--- src/rtl/gate_sweep_pkg.sv ---
// -----------------------------------------------------------------------------
// gate_sweep_pkg
// Shared types and constants for the gate sweep controller: FSM state
// encoding, vector index and hold-counter widths, and a helper that turns a
// hold length into the counter reload value.
// Optional feature macro used elsewhere in this slice: GATE_SWEEP_CHECK_EN.
// -----------------------------------------------------------------------------
package gate_sweep_pkg;

    localparam int NUM_VECTORS = 4;   // input combinations 00,01,10,11
    localparam int IDX_W       = 2;   // width of the vector index / {a,b}
    localparam int CNT_W       = 8;   // hold counter width (HOLD_CYCLES 1..255)

    typedef enum logic [1:0] {
        IDLE  = 2'd0,
        DRIVE = 2'd1,
        DONE  = 2'd2
    } state_t;

    typedef logic [IDX_W-1:0] idx_t;
    typedef logic [CNT_W-1:0] cnt_t;

    // The counter counts down to zero, so a hold of N cycles reloads N-1.
    function automatic cnt_t hold_reload(input int hold_cycles);
        return cnt_t'(hold_cycles - 1);
    endfunction

endpackage

--- src/rtl/gate_sweep_if.sv ---
// -----------------------------------------------------------------------------
// gate_sweep_if
// Bundles the sweep handshake (start/busy/done/truth) and the gate-facing
// signals (a/b out to the gate, y back from it).
//   slave  : the controller side (gate_sweep_ctrl)
//   master : the requester side that issues start and hosts the gate
// With GATE_SWEEP_CHECK_EN defined, expected/mismatch are added.
// -----------------------------------------------------------------------------
interface gate_sweep_if;
    import gate_sweep_pkg::*;

    logic                   start;
    logic                   y;
    logic                   a;
    logic                   b;
    logic                   busy;
    logic                   done;
    logic [NUM_VECTORS-1:0] truth;
`ifdef GATE_SWEEP_CHECK_EN
    logic [NUM_VECTORS-1:0] expected;
    logic [NUM_VECTORS-1:0] mismatch;
`endif

    modport slave (
        input  start,
        input  y,
        output a,
        output b,
        output busy,
        output done,
        output truth
`ifdef GATE_SWEEP_CHECK_EN
        ,
        input  expected,
        output mismatch
`endif
    );

    modport master (
        output start,
        output y,
        input  a,
        input  b,
        input  busy,
        input  done,
        input  truth
`ifdef GATE_SWEEP_CHECK_EN
        ,
        output expected,
        input  mismatch
`endif
    );

endinterface

--- src/rtl/gate_sweep_hold_counter.sv ---
// -----------------------------------------------------------------------------
// hold_counter
// Loadable down-counter that times how long each input combination is held.
// Ports:
//   clk, rst_n : clock, asynchronous active-low reset
//   load       : load load_val (takes priority over en)
//   load_val   : reload value
//   en         : decrement by one; saturates at zero
//   zero       : count is zero (last cycle of the current hold)
// -----------------------------------------------------------------------------
module hold_counter
    import gate_sweep_pkg::*;
(
    input  logic clk,
    input  logic rst_n,
    input  logic load,
    input  cnt_t load_val,
    input  logic en,
    output logic zero
);

    cnt_t count;

    // NOTE: every state register gets an explicit reset value and is written
    // with non-blocking assignments so all flops update together on the edge.
    always_ff @(posedge clk or negedge rst_n) begin
        if (!rst_n) begin
            count <= '0;
        end else if (load) begin
            count <= load_val;
        end else if (en && (count != '0)) begin
            count <= count - 1'b1;
        end
    end

    assign zero = (count == '0);

endmodule

--- src/rtl/gate_sweep_ctrl.sv ---
// -----------------------------------------------------------------------------
// gate_sweep_ctrl
// Stimulus-and-capture stage around a two-input combinational gate. On start
// it presents {a,b} = 00,01,10,11, each for HOLD_CYCLES cycles, samples y on
// the last edge of each hold into truth[{a,b}], then pulses done for one cycle.
// Parameters:
//   HOLD_CYCLES : cycles per combination, 1..255 (default 10)
// Ports:
//   clk, rst_n  : clock, asynchronous active-low reset
//   bus (slave) : start, y in; a, b, busy, done, truth out
//                 plus expected in / mismatch out when GATE_SWEEP_CHECK_EN
//                 is defined (mismatch = truth ^ expected, registered with done)
// -----------------------------------------------------------------------------
module gate_sweep_ctrl
    import gate_sweep_pkg::*;
#(
    parameter int HOLD_CYCLES = 10
)
(
    input  logic        clk,
    input  logic        rst_n,
    gate_sweep_if.slave bus
);

    localparam cnt_t RELOAD   = hold_reload(HOLD_CYCLES);
    localparam idx_t LAST_IDX = idx_t'(NUM_VECTORS - 1);

    state_t                 state;
    state_t                 state_next;
    idx_t                   idx;
    idx_t                   ab;
    logic [NUM_VECTORS-1:0] truth_q;
    logic [NUM_VECTORS-1:0] truth_capt;

    logic accept;      // start taken in IDLE
    logic capture;     // last cycle of a hold: sample y this edge
    logic last_vec;    // current vector is the final one
    logic cnt_load;
    logic cnt_en;
    logic cnt_zero;
    logic busy_c;
    logic done_c;

    hold_counter u_hold_counter (
        .clk      (clk),
        .rst_n    (rst_n),
        .load     (cnt_load),
        .load_val (RELOAD),
        .en       (cnt_en),
        .zero     (cnt_zero)
    );

    // State register.
    always_ff @(posedge clk or negedge rst_n) begin
        if (!rst_n) begin
            state <= IDLE;
        end else begin
            state <= state_next;
        end
    end

    assign last_vec = (idx == LAST_IDX);

    // Next-state and control decode.
    always_comb begin
        // NOTE: every output of this block is defaulted first so no path
        // leaves a signal unassigned and no latch is inferred.
        state_next = state;
        accept     = 1'b0;
        capture    = 1'b0;
        cnt_load   = 1'b0;
        cnt_en     = 1'b0;
        busy_c     = 1'b0;
        done_c     = 1'b0;

        unique case (state)
            IDLE: begin
                if (bus.start) begin
                    accept     = 1'b1;
                    cnt_load   = 1'b1;
                    state_next = DRIVE;
                end
            end
            DRIVE: begin
                busy_c = 1'b1;
                if (cnt_zero) begin
                    capture = 1'b1;
                    if (last_vec) begin
                        state_next = DONE;
                    end else begin
                        cnt_load = 1'b1;
                    end
                end else begin
                    cnt_en = 1'b1;
                end
            end
            DONE: begin
                busy_c     = 1'b1;
                done_c     = 1'b1;
                state_next = IDLE;
            end
            default: begin
                state_next = IDLE;
            end
        endcase
    end

    // truth with the current sample merged in; shared by the truth register
    // and the mismatch compare so the final bit is included the same cycle.
    always_comb begin
        truth_capt      = truth_q;
        truth_capt[idx] = bus.y;
    end

    // Index, gate drive and truth capture.
    always_ff @(posedge clk or negedge rst_n) begin
        if (!rst_n) begin
            idx     <= '0;
            ab      <= '0;
            truth_q <= '0;
        end else if (accept) begin
            idx     <= '0;
            ab      <= '0;
            truth_q <= '0;
        end else if (capture) begin
            truth_q <= truth_capt;
            if (last_vec) begin
                // Park the gate inputs at 00 while done is shown.
                ab <= '0;
            end else begin
                idx <= idx + 1'b1;
                ab  <= idx + 1'b1;
            end
        end
    end

    assign bus.a     = ab[1];
    assign bus.b     = ab[0];
    assign bus.busy  = busy_c;
    assign bus.done  = done_c;
    assign bus.truth = truth_q;

`ifdef GATE_SWEEP_CHECK_EN
    logic [NUM_VECTORS-1:0] mismatch_q;

    // Updated on the edge that enters DONE so it is valid alongside done.
    always_ff @(posedge clk or negedge rst_n) begin
        if (!rst_n) begin
            mismatch_q <= '0;
        end else if (accept) begin
            mismatch_q <= '0;
        end else if (capture && last_vec) begin
            mismatch_q <= truth_capt ^ bus.expected;
        end
    end

    assign bus.mismatch = mismatch_q;
`endif

endmodule

--- src/flat_wrapper.sv ---
// flat-port wrapper written by rule: the top's interface ports become plain ports
module gate_sweep_ctrl_flat import gate_sweep_pkg::*;
#(
    parameter int HOLD_CYCLES = 10
)
  (clk, rst_n, bus_start, bus_y, bus_a, bus_b, bus_busy, bus_done, bus_truth);
  gate_sweep_if bus_i ();
  input  logic clk;
  input  logic rst_n;
  input wire logic [$bits(bus_i.start)-1:0] bus_start;
  input wire logic [$bits(bus_i.y)-1:0] bus_y;
  output wire logic [$bits(bus_i.a)-1:0] bus_a;
  output wire logic [$bits(bus_i.b)-1:0] bus_b;
  output wire logic [$bits(bus_i.busy)-1:0] bus_busy;
  output wire logic [$bits(bus_i.done)-1:0] bus_done;
  output wire logic [$bits(bus_i.truth)-1:0] bus_truth;
  assign bus_i.start = bus_start;
  assign bus_i.y = bus_y;
  assign bus_a = bus_i.a;
  assign bus_b = bus_i.b;
  assign bus_busy = bus_i.busy;
  assign bus_done = bus_i.done;
  assign bus_truth = bus_i.truth;
  gate_sweep_ctrl #(.HOLD_CYCLES(HOLD_CYCLES)) u_core (.clk(clk), .rst_n(rst_n), .bus(bus_i));
endmodule
--- config.mk ---
export PLATFORM = sky130hd
export DESIGN_NAME = gate_sweep_ctrl_flat
export DESIGN_NICKNAME = d
export VERILOG_FILES = /design/src/rtl/gate_sweep_pkg.sv /design/src/rtl/gate_sweep_if.sv /design/src/rtl/gate_sweep_hold_counter.sv /design/src/rtl/gate_sweep_ctrl.sv /design/src/flat_wrapper.sv
export SDC_FILE = /design/constraint.sdc
export NUM_CORES = 1
export LEC_CHECK = 0
export BUFFER_PORTS_ARGS = -buffer_cell sky130_fd_sc_hd__buf_2
export CORE_MARGIN = 2
export CORE_UTILIZATION = 39
export CTS_CLUSTER_DIAMETER = 120
export DETAILED_ROUTE_END_ITERATION = 8
export GPL_TIMING_DRIVEN = 0
export HOLD_SLACK_MARGIN = 0.05
export SLEW_MARGIN = 10
export SYNTH_ARGS = -nofsm -noshare
export SYNTH_HDL_FRONTEND = slang
export SYNTH_HIERARCHICAL = 1
export SYNTH_SLANG_ARGS = --single-unit
--- constraint.sdc ---
create_clock -name clk -period 3.3 [get_ports clk]
set_clock_uncertainty 0.15 [all_clocks]
set_input_delay 0.165 -clock clk [delete_from_list [all_inputs] [get_ports clk]]
set_output_delay 0.165 -clock clk [all_outputs]
set_load 0.02 [all_outputs]
==> results.txt <==
----------------------------------------------------
[Timing]
  Count of endpoints failing hold in the final timing report ... 0
  Tightest Pin Transition ... 0.7019 ns
  Maximum clock frequency ... 361.4 MHz
  Total count of max-transition violations in the final report ... 0
  Final number of setup-violating endpoints ... 0
  RSZ-0062 raised after global routing ... no
  Final period util ... 83.85%
  Headroom to the max-slew limit ... 53.10%
  Post-layout min period ... 2.767 ns
  Setup TNS ... 0 ns

[Synthesis]
  Leading register cell type out of synthesis ... sky130_fd_sc_hd__dfrtp_1
  Number of warnings printed during yosys synthesis ... 6
  Fraction of registers with async set or reset after synthesis ... 100.0%
  Flip-flop and latch count after synthesis ... 18
  Post-synthesis area per instance ... 9.768 um^2
  Number of flops mapped to enable cells by yosys ... 0
  Count of cell types in the netlist ... 43
  Number of instances in the synthesized netlist ... 119
  Post-Synthesis Cell Area ... 1162 um^2
  Sequential element share of the synthesized area ... 38.75%

[Floorplan]
  Area inside the core boundary ... 2805 um^2
  Overall die area ... 3433 um^2
  Horiz. Die Dim ... 58.60 um
  Vertical die dimension ... 58.60 um
  Total I/O pin count ... 12
  Number of placement rows ... 19
  Starting density of the core ... 41.44%

[Setup path]
  Required time reported for the critical path endpoint ... 3.34 ns
  Critical path buffers and inverters ... 3
  Logic depth of the worst register-to-register path ... 9
  Worst Path Class, Setup ... flop to flop
  CP cell instances ... inv_1 > ha_1 > or3b_2 > nor2_1 > buf_6 > a31o_2 > clkinv_1 > o311a_1 > a221o_1
  Type of destination of the critical path ... flop
  Element type at the critical path start ... flop
  Family with the most delay on the worst path ... compound AO/OA/AOI/OAI gates
  CP max FO ... 10
  WP depth ... 9
  Slack of the worst reg-to-reg path ... 0.53 ns
  Slowest-stage cell, CP ... sky130_fd_sc_hd__or3b_2
  Origin of the critical flop-to-flop path ... u_core/u_hold_counter/count[0]$_DFFE_PN0P_
  Stage delay of the slowest cell on the critical path ... 0.49 ns
  Crit path DAT ... 2.81 ns
  CP startpoint ... u_core/u_hold_counter/count[0]$_DFFE_PN0P_

[Detailed routing]
  Detailed-routing iteration count for the pre-antenna-repair pass ... 6
  Total via count after detailed routing ... 921
  Overall routed net length ... 2.238 mm
  Count of unresolved DRC violations after routing ... 1
  Remaining antenna violation count ... 0
  Post-detailed-route wirelength per cell ... 13.01 um
  Initial detailed-routing violation count ... 25
  Via density per instance ... 5.355

[Global route]
  Antenna violations before repair ... 0
  Remaining global-route overflow ... 0
  Global-route wire length before repair ... 3.981 mm
  Number of global-route vias before repair ... 924
  Tot GR Track Use ... 15.04%
  Pin count of the biggest net entering global routing ... 19

[Power and ir drop]
  Combinational cell fraction of total power ... 48.7%
  Switching portion of total power ... 42.98%
  Net switching power of the design ... 0.3917 mW
  Worst vdd rail ir drop ... 0.3062 mV
  Leakage power ... 0.6543 nW
  Cell Int Power ... 0.5195 mW
  Power per Cell Area ... 689.6 nW/um^2
  Share of power burned in registers ... 38.6%
  Clock network fraction of design power ... 12.6%

[CTS]
  Reg clk slew, reported paths ... 0.11 ns
  Number of gates given a new drive strength after cts ... 0
  Cell chosen for the clock root ... sky130_fd_sc_hd__clkbuf_4
  Largest buffer count on any clock path ... 2
  # clock sinks ... 18
  Clock network latency to the later pin of the worst-skew pair ... 0.29 ns
  CTS H-Tree Depth ... 1
  Number of buffers inserted during clock tree synthesis ... 3
  Number of hold buffers added after cts ... 2
  Post-CTS setup repair buffer count ... 0
  Clock tree from TritonCTS ... yes

[Layout]
  Fraction of final layout cells sized beyond drive strength 1 ... 19.86%
  Count of placed standard cells in the final layout, fillers left out ... 172
  Diode insertion count for antenna repair ... 0
  Area grow syn2layout ... 13.67%
  Net count, final ... 158

[Job]
  Max-cap check violation count ... 0

[Placed design]
  Count of buffers from port buffering ... 11
  Placed Cells ... 167
  Final Wtd Congestion ... 0.8290
  Placed wire-length estimate ... 1.681 mm

[Status]
  Violated checks ... design-rule violations
  Run status ... complete, but fails checks

[Min path]
  Type of the most critical hold path ... primary input to asynchronous set/reset pin

----------------------------------------------------
## cell type report
class                           count  area (um^2)
Multi-Input combinational cell     94        671.9
Fill cell                         275         1484
Timing Repair Buffer               13        75.07
Sequential cell                    18        450.4
Tap cell                           31        38.79
Clock buffer                        3        22.52
Buffer                              5        32.53
Inverter                            8        30.03
## metrics by stage
step                instance area (um^2)  hold slack (ns)  utilization [%]  power (mW)  worst slack, ns
global placement                    1279         -0.02714            45.58      0.7807           0.5528
finish                              1321           0.1689            47.10      0.9112           0.5328
CTS                                 1321           0.1783            47.10      0.9164           0.5359
floorplan                           1185          -0.2806                -      0.6955           0.8148
global route                        1321           0.1895            47.10       1.004           0.3341
detailed placement                  1279         -0.02172            45.58      0.8003           0.5433
## power by group through the flow
stage	Sequential (mW)	Combinational (mW)	Clock, mW
floorplan	0.340	0.355	0
global placement	0.351	0.429	0
detailed placement	0.355	0.445	0
CTS	0.352	0.448	0.116
global route	0.368	0.509	0.126
finish	0.352	0.444	0.115
## layer usage
layer,wire [um],global-route usage (%),part of all wire [%],vias up
met5,0,0,0,-
met4,21,6.169,0.94,0
met2,992,24.08,44,20
li1,-,-,-,463
met3,97,1.978,4.3,2
met1,1127,20.65,50,436
## final timing paths
check	endpoint
worst max register to register	u_core/u_hold_counter/count[7]$_DFFE_PN0P_
worst min-delay path	u_core/u_hold_counter/count[0]$_DFFE_PN0P_
max in group asynchronous	u_core/ab[0]$_DFFE_PN0P_
worst max-delay path	u_core/u_hold_counter/count[7]$_DFFE_PN0P_
worst min register to register	u_core/ab[0]$_DFFE_PN0P_
min in group clk	u_core/state[1]$_DFFE_PN0P_
## registers in the layout, summed over array words and instances, names as in the netlist
register / flops
u_core/state: 2
u_core/bus.truth: 4
u_core/idx: 2
u_core/u_hold_counter/count: 8
u_core/ab: 2
## synth_stat cells (2+ instances only)
master / number / share of area (%)
sky130_fd_sc_hd__dfrtp_1: 18 / 39
sky130_fd_sc_hd__or4_1: 3 / 1.9
sky130_fd_sc_hd__a21oi_1: 5 / 2.2
sky130_fd_sc_hd__a31oi_1: 2 / 1.1
sky130_fd_sc_hd__mux2_2: 2 / 1.9
sky130_fd_sc_hd__a21oi_2: 2 / 1.5
sky130_fd_sc_hd__nor3b_1: 3 / 1.9
sky130_fd_sc_hd__ha_1: 11 / 12
sky130_fd_sc_hd__inv_1: 7 / 2.3
sky130_fd_sc_hd__nand4_1: 2 / 1.1
sky130_fd_sc_hd__nor2_1: 10 / 3.2
sky130_fd_sc_hd__conb_1: 2 / 0.65
sky130_fd_sc_hd__a221o_1: 2 / 1.7
sky130_fd_sc_hd__nand2_1: 6 / 1.9
sky130_fd_sc_hd__mux2i_1: 5 / 4.3
sky130_fd_sc_hd__buf_2: 2 / 0.86
sky130_fd_sc_hd__o21ai_0: 2 / 0.86
sky130_fd_sc_hd__nand3_1: 7 / 3.0
sky130_fd_sc_hd__nor2b_1: 2 / 1.1
sky130_fd_sc_hd__nor3_1: 3 / 1.3
## logic make-up (layout without fill, tap and decap cells)
| kind of cell | after synthesis | count (layout) | synth area share (%) |
|---|---|---|---|
| AND/OR/NAND/NOR | 45 | 45 | 22.17 |
| flip-flops | 18 | 18 | 38.75 |
| other | 2 | 8 | 0.6461 |
| multiplexers | 7 | 7 | 6.243 |
| buffers and inverters | 13 | 29 | 5.382 |
| adder cells (fa/ha/maj) | 11 | 11 | 11.84 |
| AO/OA/AOI/OAI | 23 | 23 | 14.96 |
## cell usage in the layout (no fill, tap or decap), drive strengths merged, types with 3 or more instances in the layout
cell    instances
nor2           10
dfrtp          18
clkbuf          4
conb            8
or4             3
nand2           7
ha             11
nor3b           3
a21oi           7
nor3            3
mux2i           5
buf            15
inv             7
nand3           7
No activity file was read; power rests on OpenSTA's default activity.
